<file path="src/rtl/uart_loader_pkg.sv">
// uart_loader shared definitions: FSM state codes and default
// reply bytes for the UART image loader.
package uart_loader_pkg;

  typedef logic [2:0] state_t;

  localparam state_t S_IDLE = 3'd0;
  localparam state_t S_LEN  = 3'd1;
  localparam state_t S_DATA = 3'd2;
  localparam state_t S_ACK  = 3'd3;
  localparam state_t S_NAK  = 3'd4;

  localparam logic [7:0] ACK_DEF = 8'hAA;
  localparam logic [7:0] NAK_DEF = 8'h55;

endpackage

</file>
<file path="src/rtl/uart_loader_if.sv">
// uart_loader bus bundle: rx FIFO read side, imem write port
// and the tx reply handshake.
interface uart_loader_if #(
  parameter int ADDR_W = 12
);

  logic              rx_empty;
  logic [7:0]        rx_dout;
  logic              rx_rd_en;
  logic              mem_we;
  logic [ADDR_W-1:0] mem_addr;
  logic [31:0]       mem_wdata;
  logic              tx_valid;
  logic [7:0]        tx_data;
  logic              tx_ready;

  modport master (
    input  rx_empty,
    input  rx_dout,
    input  tx_ready,
    output rx_rd_en,
    output mem_we,
    output mem_addr,
    output mem_wdata,
    output tx_valid,
    output tx_data
  );

  modport slave (
    output rx_empty,
    output rx_dout,
    output tx_ready,
    input  rx_rd_en,
    input  mem_we,
    input  mem_addr,
    input  mem_wdata,
    input  tx_valid,
    input  tx_data
  );

endinterface

</file>
<file path="src/rtl/uart_word_asm.sv">
// uart_word_asm: little-endian byte-to-word assembler with a
// pulse on the fourth byte of each word.
module uart_word_asm (
  input  logic        clk,
  input  logic        rstn,
  input  logic        clr,
  input  logic        pop,
  input  logic [7:0]  din,
  output logic [31:0] word,
  output logic        word_vld
);

  logic [31:0] shreg;
  logic [1:0]  byte_cnt;

  // word is valid combinationally alongside the 4th pop
  assign word     = {din, shreg[31:8]};
  assign word_vld = pop && (byte_cnt == 2'd3);

  always_ff @(posedge clk or negedge rstn) begin
    if (!rstn) begin
      shreg    <= '0;
      byte_cnt <= '0;
    end else if (clr) begin
      shreg    <= '0;
      byte_cnt <= '0;
    end else if (pop) begin
      shreg    <= word;
      byte_cnt <= byte_cnt + 2'd1;
    end
  end

endmodule

</file>
<file path="src/rtl/uart_loader.sv">
// uart_loader: pulls a length-prefixed LE word image out of the
// UART rx FIFO into imem, then answers with an ACK or NAK byte.
module uart_loader
  import uart_loader_pkg::*;
#(
  parameter int         ADDR_W      = 12,
  parameter int         TIMEOUT_CYC = 1000000,
  parameter logic [7:0] ACK_BYTE    = ACK_DEF,
  parameter logic [7:0] NAK_BYTE    = NAK_DEF
) (
  input  logic          clk,
  input  logic          rstn,
  input  logic          start,
  uart_loader_if.master bus,
  output logic          busy,
  output logic          done,
  output logic          error
);

  localparam int TW = $clog2(TIMEOUT_CYC + 1);
  localparam logic [TW-1:0] T_LAST = TW'(TIMEOUT_CYC - 1);
  localparam logic [31:0] MAX_LEN = 32'd1 << ADDR_W;

  state_t            state;
  logic [31:0]       len;
  logic [ADDR_W:0]   word_idx;
  logic [TW-1:0]     timer;
  logic              we_q;
  logic [ADDR_W-1:0] addr_q;
  logic [31:0]       wdata_q;

  logic        loading;
  logic        pop;
  logic        clr;
  logic        timeout;
  logic        idx_last;
  logic [31:0] word;
  logic        word_vld;

  assign loading  = (state == S_LEN) || (state == S_DATA);
  assign pop      = loading && !bus.rx_empty;
  assign clr      = (state == S_IDLE) && start;
  assign timeout  = loading && bus.rx_empty
                 && (timer == T_LAST);
  assign idx_last = 32'(word_idx) == (len - 32'd1);

  uart_word_asm u_asm (
    .clk      (clk),
    .rstn     (rstn),
    .clr      (clr),
    .pop      (pop),
    .din      (bus.rx_dout),
    .word     (word),
    .word_vld (word_vld)
  );

  always_ff @(posedge clk or negedge rstn) begin
    if (!rstn) begin
      state    <= S_IDLE;
      len      <= '0;
      word_idx <= '0;
      timer    <= '0;
      error    <= 1'b0;
      we_q     <= 1'b0;
      addr_q   <= '0;
      wdata_q  <= '0;
    end else begin
      we_q <= 1'b0;
      if (loading) timer <= pop ? '0 : timer + 1'b1;
      unique case (1'b1)
        (state == S_IDLE): begin
          if (start) begin
            state    <= S_LEN;
            word_idx <= '0;
            timer    <= '0;
            error    <= 1'b0;
          end
        end
        (state == S_LEN): begin
          if (timeout) begin
            state <= S_NAK;
            error <= 1'b1;
          end else if (word_vld) begin
            len <= word;
            if (word == 32'd0) begin
              state <= S_ACK;
            end else if (word > MAX_LEN) begin
              state <= S_NAK;
              error <= 1'b1;
            end else begin
              state <= S_DATA;
            end
          end
        end
        (state == S_DATA): begin
          if (timeout) begin
            state <= S_NAK;
            error <= 1'b1;
          end else if (word_vld) begin
            we_q     <= 1'b1;
            addr_q   <= word_idx[ADDR_W-1:0];
            wdata_q  <= word;
            word_idx <= word_idx + 1'b1;
            if (idx_last) state <= S_ACK;
          end
        end
        (state == S_ACK) || (state == S_NAK): begin
          if (bus.tx_ready) state <= S_IDLE;
        end
        default: state <= S_IDLE;
      endcase
    end
  end

  assign bus.rx_rd_en  = pop;
  assign bus.mem_we    = we_q;
  assign bus.mem_addr  = addr_q;
  assign bus.mem_wdata = wdata_q;
  assign bus.tx_valid  = (state == S_ACK) || (state == S_NAK);
  assign bus.tx_data   = (state == S_ACK) ? ACK_BYTE :
                         (state == S_NAK) ? NAK_BYTE : 8'h00;

  assign busy = (state != S_IDLE);
  assign done = (state == S_ACK) && bus.tx_ready;

endmodule

</file>
<file path="src/flat_wrapper.sv">
// flat-port wrapper written by rule: the top's interface ports become plain ports
module uart_loader_flat import uart_loader_pkg::*;
#(
  parameter int         ADDR_W      = 12,
  parameter int         TIMEOUT_CYC = 1000000,
  parameter logic [7:0] ACK_BYTE    = ACK_DEF,
  parameter logic [7:0] NAK_BYTE    = NAK_DEF
)
  (clk, rstn, start, busy, done, error, bus_rx_empty, bus_rx_dout, bus_tx_ready, bus_rx_rd_en, bus_mem_we, bus_mem_addr, bus_mem_wdata, bus_tx_valid, bus_tx_data);
  uart_loader_if #(.ADDR_W(ADDR_W)) bus_i ();
  input  logic clk;
  input  logic rstn;
  input  logic start;
  output logic busy;
  output logic done;
  output logic error;
  input wire logic [$bits(bus_i.rx_empty)-1:0] bus_rx_empty;
  input wire logic [$bits(bus_i.rx_dout)-1:0] bus_rx_dout;
  input wire logic [$bits(bus_i.tx_ready)-1:0] bus_tx_ready;
  output wire logic [$bits(bus_i.rx_rd_en)-1:0] bus_rx_rd_en;
  output wire logic [$bits(bus_i.mem_we)-1:0] bus_mem_we;
  output wire logic [$bits(bus_i.mem_addr)-1:0] bus_mem_addr;
  output wire logic [$bits(bus_i.mem_wdata)-1:0] bus_mem_wdata;
  output wire logic [$bits(bus_i.tx_valid)-1:0] bus_tx_valid;
  output wire logic [$bits(bus_i.tx_data)-1:0] bus_tx_data;
  assign bus_i.rx_empty = bus_rx_empty;
  assign bus_i.rx_dout = bus_rx_dout;
  assign bus_i.tx_ready = bus_tx_ready;
  assign bus_rx_rd_en = bus_i.rx_rd_en;
  assign bus_mem_we = bus_i.mem_we;
  assign bus_mem_addr = bus_i.mem_addr;
  assign bus_mem_wdata = bus_i.mem_wdata;
  assign bus_tx_valid = bus_i.tx_valid;
  assign bus_tx_data = bus_i.tx_data;
  uart_loader #(.ADDR_W(ADDR_W), .TIMEOUT_CYC(TIMEOUT_CYC), .ACK_BYTE(ACK_BYTE), .NAK_BYTE(NAK_BYTE)) u_core (.clk(clk), .rstn(rstn), .start(start), .bus(bus_i), .busy(busy), .done(done), .error(error));
endmodule
</file>
<file path="config.mk">
export PLATFORM = sky130hd
export DESIGN_NAME = uart_loader_flat
export DESIGN_NICKNAME = d
export VERILOG_FILES = /design/src/rtl/uart_loader_pkg.sv /design/src/rtl/uart_loader_if.sv /design/src/rtl/uart_word_asm.sv /design/src/rtl/uart_loader.sv /design/src/flat_wrapper.sv
export SDC_FILE = /design/constraint.sdc
export NUM_CORES = 1
export LEC_CHECK = 0
export BUFFER_PORTS_ARGS = -buffer_cell sky130_fd_sc_hd__clkbuf_2
export CAP_MARGIN = 20
export CORE_MARGIN = 3
export CORE_UTILIZATION = 36
export CTS_CLUSTER_SIZE = 12
export DETAILED_ROUTE_END_ITERATION = 16
export HOLD_SLACK_MARGIN = 0.1
export SLEW_MARGIN = 20
export SYNTH_ARGS = -nofsm -noshare
export SYNTH_HDL_FRONTEND = slang
export SYNTH_HIERARCHICAL = 1
export SYNTH_SLANG_ARGS = --single-unit
</file>
<file path="constraint.sdc">
create_clock -name clk -period 4.5 [get_ports clk]
set_clock_uncertainty 0.05 [all_clocks]
set_input_delay 0.225 -clock clk [delete_from_list [all_inputs] [get_ports clk]]
set_output_delay 0.225 -clock clk [all_outputs]
set_load 0.03 [all_outputs]
</file>
==> impl_metrics.py <==
metrics = {
    "grt": {
        "grt.overflow.total": 0,
        "grt_util_met2_pct": 22.7,
        "gr-usage-met3_pct": 4.12,
        "busiest_layer": "met1",
        "grtUsageTotal_pct": 15.7,
        "antenna_found_initial": 0,
        "grt_pass1_vias": 4609,
        "grt_max_degree": 105,
        "grt_use_met1_pct": 23.0,
        "grt_first_pass_wirelength_um": 25300,
    },
    "route": {
        "drtIter0Drc": 268,
        "drc_errors": 0,
        "wire_per_inst_um": 15.6,
        "first_pass_iters": 4,
        "ant_nets": 0,
        "num_vias": 4896,
        "finalWirelength_um": 15200,
        "vias_per_cell": 5.02,
    },
    "logic_synthesis": {
        "yosysSeqAreaShare_pct": 52.0,
        "synth_edf_count": 0,
        "netlist_top_cells_area": "dfrtp_1, nand2_1, mux2_2",
        "async_flop_share_pct": 100,
        "synth.most_common_cell": "nand2_1",
        "ys_top_cells_by_count": "nand2_1, dfrtp_1, nor2_1",
        "dominantRegCellSynth": "dfrtp_1",
        "synth_cells": 671,
        "syn-num-nets": 688,
        "syn_area_mm2": 0.00674,
        "yosys.area.top_type": "dfrtp_1",
        "synth-seq-cells": 140,
        "synth_top_area_share_pct": 52.0,
        "syn_avg_cell_area_um2": 10.0,
        "synthDistinctLibCells": 62,
        "ys_warn_count": 6,
    },
    "setup_path": {
        "worstPathMaxFanout": 5,
        "cp-end-kind": "flop",
        "cp-startpoint": "u_core/state[0]",
        "cp.required_ns": 4.80,
        "r2r-start": "u_core/state[0]",
        "arrival_ns": 3.48,
        "start_kind": "flop",
        "crit_type": "reg2reg",
    },
    "timing": {
        "setup_viol": 0,
        "fmax_ghz": 0.315,
        "max-slew-margin-rel_pct": 37.5,
        "finalSetupTns_ns": 0,
        "fin_crit_sh_pct": 70.5,
        "tightest_slew_ns": 0.938,
        "post-route-min-period_ns": 3.17,
        "slew_violations": 0,
        "finalWorstSetupSlack_ns": 1.33,
        "rsz0062_at_grt": "no",
        "hold_viol": 0,
    },
    "cells_and_area": {
        "fill_cells": 1732,
        "nNetsFinal": 751,
        "regArea_mm2": 0.00350,
        "multi_input_area_mm2": 0.00292,
        "diodes": 0,
        "area_growth_syn_to_layout_pct": 16.6,
        "layout.cells.non_filler": 976,
        "drive_above_1_share_pct": 20.6,
    },
    "placed_design": {
        "pre_cts_slack_ns": 1.34,
        "gp_congestion": 0.830,
        "dp_hpwl_um": 10400,
        "io_buffers": 70,
        "dp.cells": 934,
    },
    "floorplan": {
        "start_util_pct": 37.0,
        "die-width_um": 143,
        "rows": 49,
        "coreArea_mm2": 0.0182,
        "die_h_um": 143,
        "die_area_mm2": 0.0204,
        "io_pins": 71,
    },
    "power": {
        "p_per_area_mw_per_mm2": 501,
        "vdd_drop_max_mv": 0.278,
        "p_leak_nw": 3.98,
    },
    "clocking": {
        "cts_setup_buffers": 0,
        "htreeDepth": 4,
        "root_buffer": "clkbuf_16",
        "cts.sinks": 140,
        "cts_resized": 0,
        "clk-insertion-delay-late_ns": 0.42,
        "cts_tree": "built",
        "clkSlewWorstSetupHoldPaths_ns": 0.06,
        "cts_buffers": 17,
        "clockBufferDepth": 2,
    },
    "run": {
        "maxCapViolCount": 0,
    },
    "status": {
        "status": "complete, no violations",
    },
    "min_path": {
        "hp-start": "bus_tx_ready",
        "hold_path.class": "in2reg",
    },
}
-- critical path: stages, from the launching register on --
cell       delay [ns]
dfrtp_1          0.43
xnor2_1          0.20
or2_2            0.36
nor2_4           0.09
and2_1           0.25
nor4b_1          0.28
o211ai_1         0.14
or4_1            0.40
nor3_1           0.17
o2111ai_1        0.12
or4_1            0.46
a21oi_1          0.16
-- report_power, final --
part / internal, mW / switching (mW)
logic: 0.351 / 0.531
registers: 1.41 / 0.213
clock network: 0.838 / 0.594
-- flip-flops by register name, summed over array words and instances, names as in the netlist --
name / count
u_core/bus.mem_addr: 12
u_core/state: 3
u_core/timer: 20
u_core/bus.mem_wdata: 32
u_core/bus.mem_we: 1
u_core/error: 1
u_core/u_asm/shreg: 24
u_core/word_idx: 13
u_core/u_asm/byte_cnt: 2
u_core/len: 32
-- cells in the final DEF (no fill, tap or decap), types with 3 or more instances in the layout --
| master | instances |
|---|---|
| a21oi_1 | 6 |
| and3_1 | 7 |
| buf_4 | 6 |
| clkbuf_16 | 17 |
| clkbuf_2 | 69 |
| dfrtp_1 | 140 |
| dlygate4sd3_1 | 10 |
| ha_1 | 4 |
| inv_1 | 13 |
| inv_6 | 8 |
| mux2_2 | 32 |
| mux2i_1 | 28 |
| nand2_1 | 147 |
| nand3_1 | 17 |
| nand4_1 | 20 |
| nor2_1 | 73 |
| nor3_1 | 17 |
| nor4_1 | 13 |
| o21ai_0 | 8 |
| o21ai_1 | 3 |
| or4_1 | 3 |
| xnor2_1 | 25 |
| xor2_1 | 25 |
-- worst paths after layout --
kind | slack [ns] | depth (start not counted) | endpoint
max in group asynchronous | 2.90 | 3 | u_core/len[11]
max reg2reg | 1.33 | 11 | u_core/state[0]
min reg2reg | 0.42 | 2 | u_core/bus.mem_addr[0]
min | 0.19 | 3 | u_core/state[1]
max | 1.33 | 11 | u_core/state[0]
min in group asynchronous | 0.44 | 2 | u_core/timer[17]
-- repair_timing --
action / in CTS / in global routing
endpoints found under the setup margin: 0 / 0
endpoints found under the hold margin: 128 / 0
hold buffers: 10 / 0
-- per-stage QoR --
step	power, mW	utilization, %	cell area [µm²]	hold WS [ns]
2_1_floorplan	2.27	-	6740	-0.121
3_3_place_gp	2.51	39.3	7160	0.348
3_5_place_dp	2.52	39.3	7160	0.368
4_1_cts	3.98	43.2	7860	0.159
5_1_grt	4.16	43.2	7860	0.172
6_report	3.94	43.2	7860	0.187
-- layer usage --
metal | part of all wire (%) | vias to the layer above
met3 | 4.6 | 17
met5 | 0 | -
li1 | - | 2394
met1 | 51 | 2371
met2 | 43 | 114
met4 | 1.2 | 0
-- layout make-up --
type / count / share of cell area [%]
Clock buffer: 17 / 5.41
Clock inverter: 15 / 2.24
Inverter: 14 / 0.668
Multi-Input combinational cell: 475 / 37.1
Sequential cell: 140 / 44.6
Tap cell: 229 / 3.64
Timing Repair Buffer: 86 / 6.38
-- cell families (layout without fill, tap and decap cells) --
family	after synthesis	count (layout)	synth area share [%]
compound gates	34	34	3.43
xor+xnor	50	50	6.50
fa+ha+maj	4	4	0.742
buf+inv	56	132	4.88
flops	140	140	52.0
mux	62	62	9.84
simple gates	325	325	22.6
Power figures use the tool's default switching activity.
